[src/rtl/disp_scan_ctrl.sv]
// disp_scan_ctrl: memory-mapped 4-digit seven-segment scan controller with hex decode, blanking, dp and PWM
//   clk        : system clock, all state on posedge
//   reset      : asynchronous, active-high
//   Address    : bus byte address, exact 32-bit match against VAL_ADDR / CTRL_ADDR
//   Write_data : bus write data
//   MemRead    : bus read strobe, gates the combinational Rd_data
//   MemWrite   : bus write strobe, sampled on posedge clk
//   Rd_data    : val or ctrl zero-extended when addressed, else 0
//   an         : active-low digit enables, an[0] = least significant digit
//   seg        : active-low segments, seg[7] = dp, seg[6:0] = g,f,e,d,c,b,a
module disp_scan_ctrl #(
    parameter int          SCAN_DIV  = 50000,
    parameter logic [31:0] VAL_ADDR  = 32'h40000014,
    parameter logic [31:0] CTRL_ADDR = 32'h40000018
) (
    input  logic        clk,
    input  logic        reset,
    input  logic [31:0] Address,
    input  logic [31:0] Write_data,
    input  logic        MemRead,
    input  logic        MemWrite,
    output logic [31:0] Rd_data,
    output logic [3:0]  an,
    output logic [7:0]  seg
);
    localparam int CW = $clog2(SCAN_DIV);
    localparam logic [CW-1:0] SLOT_MAX = CW'(SCAN_DIV - 1);

    logic [15:0]   val;
    logic [15:0]   shadow;
    logic [11:0]   ctrl;
    logic [CW-1:0] slot_cnt;
    logic [1:0]    digit;
    logic [3:0]    pwm_cnt;
    logic          wrap;
    logic          frame_end;
    logic          lit;
    logic          blank;
    logic [15:0]   upper;
    logic [6:0]    glyph;

    assign wrap      = slot_cnt == SLOT_MAX;
    assign frame_end = wrap && digit == 2'd3;
    assign lit       = ctrl[0] && pwm_cnt < ctrl[7:4];
    // upper holds the current nibble and everything above it; zero means a leading zero
    assign upper     = shadow >> {digit, 2'b00};
    assign blank     = ctrl[1] && digit != 2'd0 && upper == 16'h0;

    assign Rd_data = !MemRead             ? 32'h0 :
                     Address == VAL_ADDR  ? {16'h0, val} :
                     Address == CTRL_ADDR ? {20'h0, ctrl} : 32'h0;

    always_comb begin
        glyph = 7'h7F;
        case (upper[3:0])
            4'h0: glyph = 7'h40;
            4'h1: glyph = 7'h79;
            4'h2: glyph = 7'h24;
            4'h3: glyph = 7'h30;
            4'h4: glyph = 7'h19;
            4'h5: glyph = 7'h12;
            4'h6: glyph = 7'h02;
            4'h7: glyph = 7'h78;
            4'h8: glyph = 7'h00;
            4'h9: glyph = 7'h10;
            4'hA: glyph = 7'h08;
            4'hB: glyph = 7'h03;
            4'hC: glyph = 7'h46;
            4'hD: glyph = 7'h21;
            4'hE: glyph = 7'h06;
            4'hF: glyph = 7'h0E;
            default: glyph = 7'h7F;
        endcase
    end

    always_ff @(posedge clk or posedge reset) begin
        if (reset) begin
            val      <= 16'h0;
            ctrl     <= 12'h0F1;
            shadow   <= 16'h0;
            slot_cnt <= '0;
            digit    <= 2'd0;
            pwm_cnt  <= 4'd0;
            an       <= 4'hF;
            seg      <= 8'hFF;
        end else begin
            if (MemWrite && Address == VAL_ADDR)
                val <= Write_data[15:0];
            if (MemWrite && Address == CTRL_ADDR)
                ctrl <= Write_data[11:0];
            // shadow samples the pre-edge val, so a write on the boundary cycle waits a frame
            if (!ctrl[0] || frame_end)
                shadow <= val;
            slot_cnt <= wrap ? '0 : slot_cnt + CW'(1);
            if (wrap)
                digit <= digit + 2'd1;
            pwm_cnt <= pwm_cnt + 4'd1;
            an      <= lit ? ~(4'b0001 << digit) : 4'hF;
            seg     <= lit ? {~ctrl[8 + int'(digit)], blank ? 7'h7F : glyph} : 8'hFF;
        end
    end
endmodule

[config.mk]
export PLATFORM = sky130hd
export DESIGN_NAME = disp_scan_ctrl
export DESIGN_NICKNAME = d
export VERILOG_FILES = /design/src/rtl/disp_scan_ctrl.sv
export SDC_FILE = /design/constraint.sdc
export NUM_CORES = 1
export LEC_CHECK = 0
export ABC_AREA = 1
export CORE_MARGIN = 3
export CORE_UTILIZATION = 54
export CTS_CLUSTER_DIAMETER = 150
export DETAILED_ROUTE_END_ITERATION = 16
export PLACE_DENSITY_LB_ADDON = 0.05
export SLEW_MARGIN = 10
export SYNTH_ARGS = -nofsm -noshare
export SYNTH_HDL_FRONTEND = slang
export SYNTH_SLANG_ARGS = --single-unit
[constraint.sdc]
create_clock -name clk -period 3.3 [get_ports clk]
set_clock_uncertainty 0.05 [all_clocks]
set_input_delay 0.33 -clock clk [delete_from_list [all_inputs] [get_ports clk]]
set_output_delay 0.33 -clock clk [all_outputs]
set_load 0.01 [all_outputs]
Yosys cells after proc, flatten, opt, wreduce, memory -nomap -nowiden:

Memories as Yosys holds them, arrays and structs flattened.
Cells that the tools add are included.

* add/sub/neg operators: 4
* multipliers: 0
* div/mod/pow operators: 0
* $lt $le $gt $ge: 2
* equality and inequality tests: 4
* shifts and indexed selects: 2
* multiplexer cells: 10
* bitwise logic cells: 2
* reductions and logical operators: 10

Operators by type and width (count)
* 32-bit by 31-bit equality test with 1-bit output, second input constant: 2
* 16-bit 2-to-1 mux: 3
* 16-bit by 1-bit adder with 16-bit output, second input constant: 1
* 16-bit equality test, second input constant: 1
* 16-bit zero test: 1
* 16-bit by 4-bit >> shifter with 16-bit output: 1
* 12-bit 2-to-1 mux: 1
* 8-bit 2-to-1 mux: 1
* 7-bit 2-to-1 mux: 1
* 1-bit logical AND: 6
* 4-bit by 2-bit adder with 5-bit output, first input constant: 1
* 5-bit less-than comparator, second input constant: 1
* 4-bit by 1-bit adder with 4-bit output, second input constant: 1
* 1-bit binary-select mux with 4-bit select: 1
* 4-bit less-than comparator: 1
* 4-bit 2-to-1 mux: 1
* 4-bit inverter: 1
* 1-bit by 2-bit << shifter with 4-bit output, first input constant: 1
* 2-bit by 1-bit adder with 2-bit output, second input constant: 1
* 2-bit equality test, second input constant: 1
* 1-bit 2-to-1 mux: 2
* 2-bit nonzero test: 1
* 1-bit zero test: 1
* 1-bit logical OR: 1
* 1-bit inverter: 1

* flip-flop bits (word level): 78
* bits in latches: 0
* memory bits (writable): 0
* bits in read-only memories: 112
* input port bits: 68
* output and inout bits: 44
* memories kept: 1

Memory list
* (no name shown): words 16, bits a word 7, rd ports 1, clocked after Yosys merged registers in 0, write ports 0, RTL line 55 `case (upper[3:0])`

Longest topological paths before layout:

Gate-level depths: netlist of run 1.

* word-level depth: 6
* mapped depth: 12
* mapped depth without buffers: 11

Worst setup path before layout of run 1:

OpenSTA, ideal clock, no wires.

* path kind: flip-flop to flip-flop
* start point: register digit[1]
* end point: register seg[1]
* setup time: 65 ps
* arrival: 1748 ps
* required time: 3185 ps
* slack: 1437 ps
* cell stages (with the launch flop): 12
* period minus slack after synthesis: 1863 ps
* path through: dfrtp_1 -> buf_4 -> inv_1 -> buf_2 -> nand3_1 -> nand2_1 -> ha_1 -> nand3_1 -> nand3b_1 -> a21oi_1 -> nand2_1 -> nand3_1

* word-level cells in the longest chain between the ends: 5

RTL lines
* from (decl): RTL line 33 `logic [1:0] digit;`
* from (signal assigned): RTL line 96 `digit <= digit + 2'd1;`
* parallel branches: the longest is 3 deep, another holds memory read 16 x 7 bit
* 7-bit 2-to-1 mux *: RTL line 99 `seg <= lit ? {~ctrl[8 + int'(digit)], blank ? 7'h7F : glyph} : 8'hFF;`
* 8-bit 2-to-1 mux *: RTL line 99
* to (signal assigned): RTL line 99
* to (decl): RTL line 24 `output logic [7:0] seg`

Every way passes the cells marked *.
A chain may end at the register's enable or synchronous reset.

Final worst setup path of run 1:

* start point: input Address[30]
* end point: output Rd_data[5]

* word-level cells in the longest chain between the ends: 4

RTL lines
* from (decl): RTL line 18 `input logic [31:0] Address,`
* 32-bit by 31-bit equality test with 1-bit output: RTL line 51 `Address == CTRL_ADDR ? {20'h0, ctrl} : 32'h0;`
* 12-bit 2-to-1 mux: RTL line 51
* 16-bit 2-to-1 mux *: RTL line 50 `Address == VAL_ADDR ? {16'h0, val} :`
* 16-bit 2-to-1 mux *: RTL line 49 `assign Rd_data = !MemRead ? 32'h0 :`
* to (decl): RTL line 22 `output logic [31:0] Rd_data,`

Every way passes the cells marked *; elsewhere a longest branch is shown, timed or not.

==> flow_summary.json, run 1 <==
{
  "run_status": "finished clean",
  "clkTransAtPathRegs_ns": 0.09,
  "postSynth.topFlopCell": "sky130_fd_sc_hd__dfrtp_1",
  "first_pass_detailed_route_iteration_total": 4,
  "finalWeightedCongestion": 0.848,
  "cts_htree_levels": 3,
  "drtIter0Drc": 180,
  "post_drt_wl_per_cell_um": 12.8,
  "crit_path_cell_trace": "clkdlybuf4s50_1, inv_1, nor2_1, nand2_1, nor2_1, nand2_1, inv_2, buf_4, nand4_1, nand2_1, clkdlybuf4s50_1",
  "grt_use_total": 0.217,
  "grt_first_pass_wirelength_mm": 17.6,
  "std_cell_rows": 33,
  "dp_hpwl_mm": 7.69,
  "drive_above_1_share": 0.112,
  "synth_cell_type_count": 39,
  "crit_path_max_incr_delay_ns": 0.53,
  "area_of_the_placeable_core_um2": 8300,
  "crit_required_ns": 2.92,
  "critical_path_s_most_frequent_cell": "sky130_fd_sc_hd__nand2_1",
  "r2r-start": "digit[0]$_DFFE_PP0N_",
  "postCtsSetupRepairBufs": 0,
  "clock_buffers_created_by_tritoncts": 9,
  "ir_worst_vdd_mv": 0.191,
  "crit-reg2reg-capture": "seg[6]$_DFF_PP1_",
  "syn_area_per_cell_um2": 7.56,
  "cts_hold_repair.buffers": 0,
  "end_point_of_the_critical_path": "Rd_data[5]",
  "hp-class": "primary input to async pin",
  "floorplan.die_area_um2": 9760,
  "num-fill-cells": 725,
  "cts.root.buffer_cell": "sky130_fd_sc_hd__clkbuf_8",
  "synth_seq_area_share": 0.424,
  "synth_seq_cells": 78,
  "cts.repair.resized": 0,
  "maximum_clock_path_buffer_count": 2,
  "grt_antenna_before_repair": 0,
  "post_drt_via_cell_ratio": 5.13,
  "cp_capture_type": "primary output",
  "synth-edff-count": 0,
  "grt-ovfl-total": 0,
  "final_min_period_over_clock_period": 0.836,
  "antenna_cells_inserted": 0,
  "via_count_of_the_first_global_routing_pass": 3893,
  "final.setup.worst_slack_ns": 0.542,
  "criticalPathCategory": "primary input to primary output",
  "setup.reg_to_reg.worst_slack_ns": 0.99,
  "area_delta_synth_final_pct": 21.1,
  "layout.cells.non_filler": 799,
  "tns_ns": 0,
  "drt_wl_total_mm": 10.3,
  "detailroute.via_count": 4095,
  "initial_utilization": 0.561,
  "floorplan.io_pins": 112,
  "crit_start": "Address[30]",
  "fmax_ghz": 0.363,
  "rsz0062_at_grt": "no",
  "drc_errors_left": 0,
  "maxSlewHeadroom": 0.539,
  "place.detailed.instances": 783,
  "die-width_um": 98.8,
  "tritoncts": "done",
  "reg2reg_depth": 10,
  "design_power_total_uw": 1780,
  "timing.final.crit_period_ns": 2.76,
  "slew_at_the_pin_closest_to_its_max_slew_limit_ns": 0.690,
  "final_net_count": 772,
  "preCtsSetupSlack_ns": 0.532,
  "drv.max_cap_violation_count": 0,
  "timing.hold.ws_ns": 0.332,
  "grt_max_degree": 79,
  "pwr_density_cell_nw_per_um2": 315,
  "final_antenna_net_count": 0,
  "final_max_slew_viol_count": 0,
  "syn-cell-area_um2": 4650,
  "synthArstFlopShare": 1.00,
  "clk-insertion-delay-late_ns": 0.35,
  "chipHeight_um": 98.8,
  "worstPathMaxFanout": 21,
  "count_of_final_hold_check_violations": 0,
  "io_buffer_count": 79,
  "clock-sinks": 78,
  "report.final.setup_viol": 0,
  "worst_ep_arrival_time_ns": 2.38,
  "synth-warning-count": 0,
  "p_leak_uw": 0.00286,
  "slowest_stage": "sky130_fd_sc_hd__clkdlybuf4s50_1",
  "startpoint_type": "primary input",
  "synth_cells": 615
}
cell families (layout without fill, tap and decap cells):
group / Yosys count / after routing / synth area share
compound gates: 17 / 17 / 0.0239
xor+xnor: 9 / 9 / 0.0169
fa+ha+maj: 15 / 15 / 0.0403
buf+inv: 97 / 161 / 0.104
flops: 78 / 78 / 0.424
other cells: 1 / 16 / 0.000806
simple gates: 398 / 398 / 0.389
critical path: cells and delay by family:
family                 cells  cell delay, ns
buffers and inverters      5            1.54
AND/OR/NAND/NOR            6            0.51
placed cells by master, fill, tap and decap left out, types with 2 or more instances in the layout:
cell | synthesis | final
sky130_fd_sc_hd__a21oi_1 | 4 | 4
sky130_fd_sc_hd__buf_4 | 20 | 7
sky130_fd_sc_hd__clkbuf_8 | 0 | 9
sky130_fd_sc_hd__clkdlybuf4s50_1 | 0 | 79
sky130_fd_sc_hd__clkinv_2 | 1 | 4
sky130_fd_sc_hd__clkinv_4 | 1 | 3
sky130_fd_sc_hd__conb_1 | 1 | 16
sky130_fd_sc_hd__dfrtp_1 | 61 | 61
sky130_fd_sc_hd__dfstp_2 | 17 | 17
sky130_fd_sc_hd__ha_1 | 15 | 15
sky130_fd_sc_hd__inv_1 | 50 | 49
sky130_fd_sc_hd__inv_2 | 5 | 6
sky130_fd_sc_hd__nand2_1 | 214 | 214
sky130_fd_sc_hd__nand2_2 | 5 | 5
sky130_fd_sc_hd__nand2_4 | 2 | 2
sky130_fd_sc_hd__nand3_1 | 80 | 80
sky130_fd_sc_hd__nand3_2 | 10 | 10
sky130_fd_sc_hd__nand3b_1 | 2 | 2
sky130_fd_sc_hd__nand4_1 | 16 | 16
sky130_fd_sc_hd__nor2_1 | 51 | 51
sky130_fd_sc_hd__nor2_2 | 5 | 5
sky130_fd_sc_hd__nor3_1 | 5 | 5
sky130_fd_sc_hd__nor3_2 | 2 | 2
sky130_fd_sc_hd__nor3b_1 | 2 | 2
sky130_fd_sc_hd__o21ai_0 | 6 | 6
sky130_fd_sc_hd__o21bai_1 | 2 | 2
sky130_fd_sc_hd__xor2_1 | 8 | 8
worst min path at each step:
stage	start	end	slack, ns
3_5_place_dp	slot_cnt[0]$_DFF_PP0_	slot_cnt[0]$_DFF_PP0_	0.41
3_3_place_gp	slot_cnt[0]$_DFF_PP0_	slot_cnt[0]$_DFF_PP0_	0.40
5_1_grt	reset	slot_cnt[12]$_DFF_PP0_	0.37
2_1_floorplan	slot_cnt[0]$_DFF_PP0_	slot_cnt[0]$_DFF_PP0_	0.38
4_1_cts	reset	slot_cnt[12]$_DFF_PP0_	0.35
6_report	reset	slot_cnt[12]$_DFF_PP0_	0.33
Yosys cell counts (all sizes together), types with 2 or more instances:
cell / number / area share
nor2: 57 / 0.050
inv: 56 / 0.046
nor3: 7 / 0.0097
nor3b: 2 / 0.0032
nand3b: 2 / 0.0032
o21ai: 9 / 0.013
dfstp: 17 / 0.096
buf: 35 / 0.052
nand4: 17 / 0.026
o21bai: 2 / 0.0032
a21oi: 4 / 0.0043
dfrtp: 61 / 0.33
ha: 15 / 0.040
nand3: 91 / 0.11
xor2: 8 / 0.015
nand2: 221 / 0.18
clkbuf: 4 / 0.0032
clkinv: 2 / 0.0030
metal layers:
layer	track usage	wire (um)
met1	0.286	4530
met2	0.370	5170
met3	0.0389	463
met4	0.0546	89
met5	0	0
cell type report:
| cell class | count | area [um^2] | area share |
|---|---|---|---|
| inverters | 58 | 226 | 0.0402 |
| multi-input cells | 455 | 2250 | 0.399 |
| repair buffers | 87 | 863 | 0.153 |
| clock buffers | 10 | 128 | 0.0227 |
| well taps | 105 | 131 | 0.0233 |
| flip-flops and latches | 78 | 1970 | 0.350 |
| clock inverters | 6 | 62.6 | 0.0111 |
report_power, final:
group,internal (uW),switching (uW),leakage (uW)
Combinational,60.4,52.3,0.00175
Clock,349,359,0.000100
Sequential,956,0.00000482,0.00101
flip-flops by register name, summed over array words and instances, names as in the netlist:
register  cells
seg           8
digit         2
ctrl         12
an            4
pwm_cnt       4
slot_cnt     16
val          16
shadow       16
metrics by stage:
| step | util | area [um^2] |
|---|---|---|
| floorplan | - | 4710 |
| detailed placement | 0.656 | 5440 |
| CTS | 0.679 | 5630 |
| global placement | 0.656 | 5440 |
| finish | 0.679 | 5630 |
| global route | 0.679 | 5630 |
Note: power is estimated with default switching activity, not from simulation.
==> run 2, diff against run 1 <==
--- a/config.mk
+++ b/config.mk
@@ -7,7 +7,7 @@
 export LEC_CHECK = 0
 export ABC_AREA = 1
 export CORE_MARGIN = 3
-export CORE_UTILIZATION = 54
+export CORE_UTILIZATION = 45
 export CTS_CLUSTER_DIAMETER = 150
 export DETAILED_ROUTE_END_ITERATION = 16
 export PLACE_DENSITY_LB_ADDON = 0.05
==> constraint.sdc (replaced) <==
create_clock -name clk -period 2.5 [get_ports clk]
set_clock_uncertainty 0.05 [all_clocks]
set_input_delay 0.25 -clock clk [delete_from_list [all_inputs] [get_ports clk]]
set_output_delay 0.25 -clock clk [all_outputs]
set_load 0.01 [all_outputs]
==> run 2 against run 1 <==
Utilization is 9.1 points lower; first-iteration DRC count is 11% higher; setup slack worse by 0.39 ns; die area is 19% higher; sequential power is 32% higher; global-route usage is 1.9 points lower; clock power is 35% higher; combinational power is 40% higher; sequential share of layout area is 1.1 points lower; cell area is 3.4% higher; critical path depth is 2 lower; count of clock-buffer cells in the layout is 1 higher; highest routed layer unchanged.
==> flow_summary.json, run 2 (synthesis gave the netlist of run 1 again) <==
{
  "run_status": "finished clean",
  "crit_path_cell_trace": "clkdlybuf4s50_1, nor2_1, nand2_1, nor2_4, nand2_1, nor2_4, nand3_2, nor2_1, clkdlybuf4s50_1",
  "rsz0062_at_grt": "no",
  "area_delta_synth_final_pct": 25.3,
  "setup.reg_to_reg.worst_slack_ns": 0.43,
  "p_leak_uw": 0.00319,
  "power_switching_share": 0.227,
  "final_antenna_net_count": 0,
  "antenna_cells_inserted": 0,
  "critPathBufInv": 2,
  "share_of_power_burned_in_the_clock_network": 0.402,
  "final.setup.worst_slack_ns": 0.148,
  "postCtsSetupRepairBufs": 0,
  "worstPathMaxFanout": 4,
  "floorplan.die_area_um2": 11600,
  "final_max_slew_viol_count": 0,
  "dp_hpwl_mm": 8.15,
  "grt_first_pass_wirelength_mm": 18.6,
  "finalWeightedCongestion": 0.909,
  "grt-ovfl-total": 0,
  "report.final.setup_viol": 0,
  "crit_required_ns": 2.20,
  "crit-reg2reg-capture": "seg[6]$_DFF_PP1_",
  "clock-sinks": 78,
  "std_cell_rows": 36,
  "grt_use_total": 0.198,
  "layout_commonest_cell": "sky130_fd_sc_hd__nand2_1",
  "r2r-start": "digit[0]$_DFFE_PP0N_",
  "clk-insertion-delay-late_ns": 0.34,
  "post_drt_wl_per_cell_um": 12.8,
  "cp_capture_type": "primary output",
  "drc_errors_left": 0,
  "switching_power_uw": 539,
  "pwr_density_cell_nw_per_um2": 408,
  "num-fill-cells": 948,
  "post_dp_cell_area_um2": 5580,
  "clock_buffers_created_by_tritoncts": 9,
  "grt_antenna_before_repair": 0,
  "grt_max_degree": 36,
  "ir_worst_vdd_mv": 0.299,
  "count_of_final_hold_check_violations": 0,
  "area_of_the_placeable_core_um2": 9910,
  "startpoint_type": "primary input",
  "hp-class": "primary input to async pin",
  "drv.max_cap_violation_count": 0,
  "tns_ns": 0,
  "largest_delay_share_family_worst_path": "buffers and inverters",
  "clkTransAtPathRegs_ns": 0.08,
  "chipHeight_um": 108,
  "preCtsSetupSlack_ns": 0.0453,
  "post_drt_via_cell_ratio": 4.79,
  "largest_registers": "shadow x16, slot_cnt x16, val x16",
  "final_min_period_over_clock_period": 0.941,
  "cts_htree_levels": 3,
  "internal_power_uw": 1840,
  "drtIter0Drc": 199,
  "floorplan.io_pins": 112,
  "crit_path_max_incr_delay_ns": 0.54,
  "final_net_count": 780,
  "criticalPathCategory": "primary input to primary output",
  "fmax_ghz": 0.425,
  "maximum_clock_path_buffer_count": 2,
  "first_pass_detailed_route_iteration_total": 4,
  "power.sequential.fraction": 0.531,
  "tritoncts": "done",
  "cts.root.buffer_cell": "sky130_fd_sc_hd__clkbuf_8",
  "fin_area_um2": 5830,
  "slowest_stage": "sky130_fd_sc_hd__clkdlybuf4s50_1",
  "comb_power_share": 0.067,
  "worst_ep_arrival_time_ns": 2.05,
  "via_count_of_the_first_global_routing_pass": 4024,
  "drive_above_1_share": 0.127,
  "die-width_um": 108,
  "initial_utilization": 0.469,
  "most-common-layout-cells": "213 x sky130_fd_sc_hd__nand2_1, 79 x sky130_fd_sc_hd__nand3_1, 64 x sky130_fd_sc_hd__clkdlybuf4s50_1",
  "timing.final.crit_period_ns": 2.35,
  "reg2reg_depth": 10,
  "io_buffer_count": 79,
  "detailroute.via_count": 4002,
  "drt_wl_total_mm": 10.7
}
[run 2: cell count changes in the layout (fill, tap and decap cells not counted), sizes merged]
| cell | change |
|---|---|
| dlymetal6s2s | +15 |
| clkinv | -3 |
| clkinvlp | +2 |
| clkbuf | +1 |
| clkdlybuf4s50 | -15 |
| buf | +8 |
[run 2: power groups by stage]
stage	sequential (uW)	combinational [uW]	clock, uW
3_3_place_gp	1290	157	0
2_1_floorplan	1290	69.3	0
4_1_cts	1260	159	980
6_report	1260	158	955
5_1_grt	1260	174	1040
3_5_place_dp	1290	159	0
[run 2: layout make-up]
| class | count | area, um^2 | share of cell area |
|---|---|---|---|
| multi-input cells | 455 | 2260 | 0.388 |
| flip-flops and latches | 78 | 1970 | 0.339 |
| repair buffers | 95 | 998 | 0.171 |
| inverters | 58 | 226 | 0.0389 |
| well taps | 133 | 166 | 0.0286 |
| clock buffers | 11 | 141 | 0.0243 |
| clock inverters | 5 | 58.8 | 0.0101 |
[run 2: worst max-delay path by stage]
stage | endpoint | slack, ns | startpoint | depth (start not counted)
global route | Rd_data[12] | 0.01 | Address[15] | 9
floorplan | ctrl[10]$_DFFE_PP0P_ | 0.23 | reset | 1
global placement | Rd_data[11] | 0.07 | Address[15] | 10
finish | Rd_data[12] | 0.15 | Address[15] | 9
detailed placement | Rd_data[15] | 0.05 | Address[13] | 9
CTS | Rd_data[13] | 0.04 | Address[13] | 9
[run 2: routing by layer]
metal  global-route usage  vias to the layer above  share of wire
met4               0.0685                        0          0.010
li1                     -                     2078              -
met3               0.0348                       10          0.036
met5                    0                        -              0
met1                0.270                     1825           0.45
met2                0.319                       89           0.50
[run 2: stage by stage]
| stage | hold WS, ns | util | std cells | power [uW] |
|---|---|---|---|---|
| final | 0.179 | 0.588 | 835 | 2380 |
| after global routing | 0.193 | 0.588 | 835 | 2470 |
| after CTS | 0.171 | 0.583 | 835 | 2400 |
| after detailed placement | 0.404 | 0.563 | 819 | 1440 |
| after global placement | 0.403 | 0.563 | 819 | 1440 |
| after floorplan | 0.312 | - | 630 | 1360 |
[run 2: what timing repair did]
| action | CTS | global route |
|---|---|---|
| gates resized for setup | 0 | 19 |
| hold buffers | 0 | 0 |
| setup endpoints to repair | 0 | 20 |
==> run 3, diff against run 2 <==
--- a/config.mk
+++ b/config.mk
@@ -11,6 +11,7 @@
 export CTS_CLUSTER_DIAMETER = 150
 export DETAILED_ROUTE_END_ITERATION = 16
 export PLACE_DENSITY_LB_ADDON = 0.05
+export REMOVE_ABC_BUFFERS = 1
 export SLEW_MARGIN = 10
 export SYNTH_ARGS = -nofsm -noshare
 export SYNTH_HDL_FRONTEND = slang
==> constraint.sdc (replaced) <==
create_clock -name clk -period 2.5 [get_ports clk]
set_clock_uncertainty 0.05 [all_clocks]
set_input_delay 0.5 -clock clk [delete_from_list [all_inputs] [get_ports clk]]
set_output_delay 0.5 -clock clk [all_outputs]
set_load 0.01 [all_outputs]
==> run 3 against run 2 <==
Maximum frequency fell by 3.5%; cell area rose by 3.0%; utilization rose by 1.7 points; power fell by 2.8%; non-clock buffer count rose by 22; final cell count rose by 2.6%; combinational power barely moved; largest cell class unchanged; via count rose by 5.0%; die area did not move; critical path depth rose by 1; hold slack improved by 0.23 ns.
==> flow_summary.json, run 3 (synthesis gave the netlist of run 1 again) <==
{
  "run_status": "finished clean",
  "drc_errors_left": 0,
  "io_buffer_count": 79,
  "grt_use_total": 0.206,
  "slew_at_the_pin_closest_to_its_max_slew_limit_ns": 0.515,
  "finalWeightedCongestion": 0.874,
  "maxSlewHeadroom": 0.656,
  "comb_power_share": 0.068,
  "final_min_period_over_clock_period": 0.975,
  "final_antenna_net_count": 0,
  "count_of_final_hold_check_violations": 0,
  "final_net_count": 802,
  "clkTransAtPathRegs_ns": 0.09,
  "floorplan.die_area_um2": 11600,
  "layout.cells.non_filler": 857,
  "first_pass_detailed_route_iteration_total": 5,
  "clock_buffers_created_by_tritoncts": 9,
  "power_switching_share": 0.248,
  "area_of_the_placeable_core_um2": 9910,
  "internal_power_uw": 1740,
  "cp_capture_type": "primary output",
  "cts_hold_repair.buffers": 0,
  "tns_ns": 0,
  "clk-insertion-delay-late_ns": 0.35,
  "antenna_cells_inserted": 0,
  "cts.root.buffer_cell": "sky130_fd_sc_hd__clkbuf_8",
  "criticalPathCategory": "primary input to primary output",
  "grt_max_degree": 79,
  "worst_ep_arrival_time_ns": 1.89,
  "area_delta_synth_final_pct": 29.0,
  "grt_first_pass_wirelength_mm": 19.2,
  "most-common-layout-cells": "208 x sky130_fd_sc_hd__nand2_1, 74 x sky130_fd_sc_hd__nand3_1, 61 x sky130_fd_sc_hd__dfrtp_1",
  "clock-sinks": 78,
  "drt_wl_total_mm": 11.4,
  "place.detailed.instances": 821,
  "fmax_ghz": 0.410,
  "setup.reg_to_reg.worst_slack_ns": 0.47,
  "chipHeight_um": 108,
  "grt_antenna_before_repair": 0,
  "drtIter0Drc": 223,
  "cts_htree_levels": 3,
  "dp_hpwl_mm": 7.85,
  "layout_commonest_cell": "sky130_fd_sc_hd__nand2_1",
  "final_max_slew_viol_count": 0,
  "std_cell_rows": 36,
  "via_count_of_the_first_global_routing_pass": 4117,
  "tritoncts": "done",
  "floorplan.io_pins": 112,
  "ir_worst_vdd_mv": 0.241,
  "drv.max_cap_violation_count": 0,
  "post_drt_wl_per_cell_um": 13.2,
  "power.sequential.fraction": 0.547,
  "initial_utilization": 0.469,
  "die-width_um": 108,
  "final_util": 0.606,
  "drive_above_1_share": 0.195,
  "hp-class": "flip-flop to flip-flop",
  "switching_power_uw": 572,
  "grt-ovfl-total": 0,
  "worstPathMaxFanout": 3,
  "p_leak_uw": 0.00315,
  "share_of_power_burned_in_the_clock_network": 0.385,
  "maximum_clock_path_buffer_count": 2,
  "pwr_density_cell_nw_per_um2": 385,
  "detailroute.via_count": 4201,
  "crit_required_ns": 1.95,
  "num-fill-cells": 925,
  "startpoint_type": "primary input",
  "report.final.setup_viol": 0,
  "timing.final.crit_period_ns": 2.44,
  "largest_registers": "shadow x16, slot_cnt x16, val x16",
  "post_drt_via_cell_ratio": 4.90
}
run 3: cell types whose count changed in the layout (fill, tap and decap cells not counted), moves of 2 or more:
cell                              delta
sky130_fd_sc_hd__nand2_2             +5
sky130_fd_sc_hd__buf_4              +14
sky130_fd_sc_hd__buf_2              +13
sky130_fd_sc_hd__nand3_2             +5
sky130_fd_sc_hd__clkdlybuf4s50_1    -15
sky130_fd_sc_hd__nand2_1             -5
sky130_fd_sc_hd__dlygate4sd2_1       +7
sky130_fd_sc_hd__nor2_2              +3
sky130_fd_sc_hd__buf_6               +9
sky130_fd_sc_hd__nor2_1              -3
sky130_fd_sc_hd__dlymetal6s2s_1      -8
sky130_fd_sc_hd__nand3_1             -5
sky130_fd_sc_hd__inv_6               +2
run 3: through the flow:
stage	setup WS (ns)	area (um^2)	power [uW]	hold slack, ns
after floorplan	-0.0169	4450	1330	0.381
after global placement	-0.420	5590	1440	0.396
after detailed placement	-0.429	5590	1440	0.409
after global routing	-0.0172	6000	2410	0.441
after CTS	0.000863	5900	2330	0.421
final	0.0631	6000	2310	0.414
run 3: worst max-delay path, cell delays in order:
cell and delay (ns):
sky130_fd_sc_hd__clkdlybuf4s50_1 0.47, sky130_fd_sc_hd__inv_2 0.04, sky130_fd_sc_hd__nor2_2 0.12, sky130_fd_sc_hd__nand2_2 0.09, sky130_fd_sc_hd__nor2_4 0.13, sky130_fd_sc_hd__buf_6 0.12
sky130_fd_sc_hd__buf_4 0.11, sky130_fd_sc_hd__nand4_1 0.10, sky130_fd_sc_hd__nand2_2 0.11, sky130_fd_sc_hd__buf_6 0.10
run 3: layout make-up:
class | count | area, um^2 | share of cell area
clock buffer | 10 | 138 | 0.0229
multi-input combinational | 455 | 2310 | 0.386
sequential | 78 | 1970 | 0.329
clock inverter | 6 | 45.0 | 0.00751
inverter | 58 | 231 | 0.0386
tap | 133 | 166 | 0.0277
timing repair buffer | 117 | 1130 | 0.189
run 3: what timing repair did:
action / in CTS / in global routing
setup buffers: 18 / 2
setup endpoints to repair: 16 / 44
resized for setup: 88 / 23
cloned: 2 / 1
pin swaps: 16 / 14
run 3: final timing paths:
kind / startpoint / end / cells after the start
worst max-delay path: Address[2] / Rd_data[11] / 10
worst min-delay path: slot_cnt[0]$_DFF_PP0_ / slot_cnt[0]$_DFF_PP0_ / 1
worst max register to register: digit[0]$_DFFE_PP0N_ / seg[6]$_DFF_PP1_ / 10
worst min register to register: slot_cnt[0]$_DFF_PP0_ / slot_cnt[0]$_DFF_PP0_ / 1
max in group asynchronous: reset / an[3]$_DFF_PP1_ / 3
min in group asynchronous: reset / slot_cnt[0]$_DFF_PP0_ / 3
run 3: power by group through the flow:
stage          registers (uW)  clock network, uW  logic, uW
2_1_floorplan            1290                  0       39.4
3_3_place_gp             1290                  0        154
3_5_place_dp             1290                  0        155
4_1_cts                  1260                910        159
5_1_grt                  1260                971        172
6_report                 1260                890        157
run 3: routing by layer:
metal	track usage	share of wire
met1	0.271	0.44
met3	0.0324	0.051
met4	0.0703	0.010
met5	0	0
met2	0.345	0.49
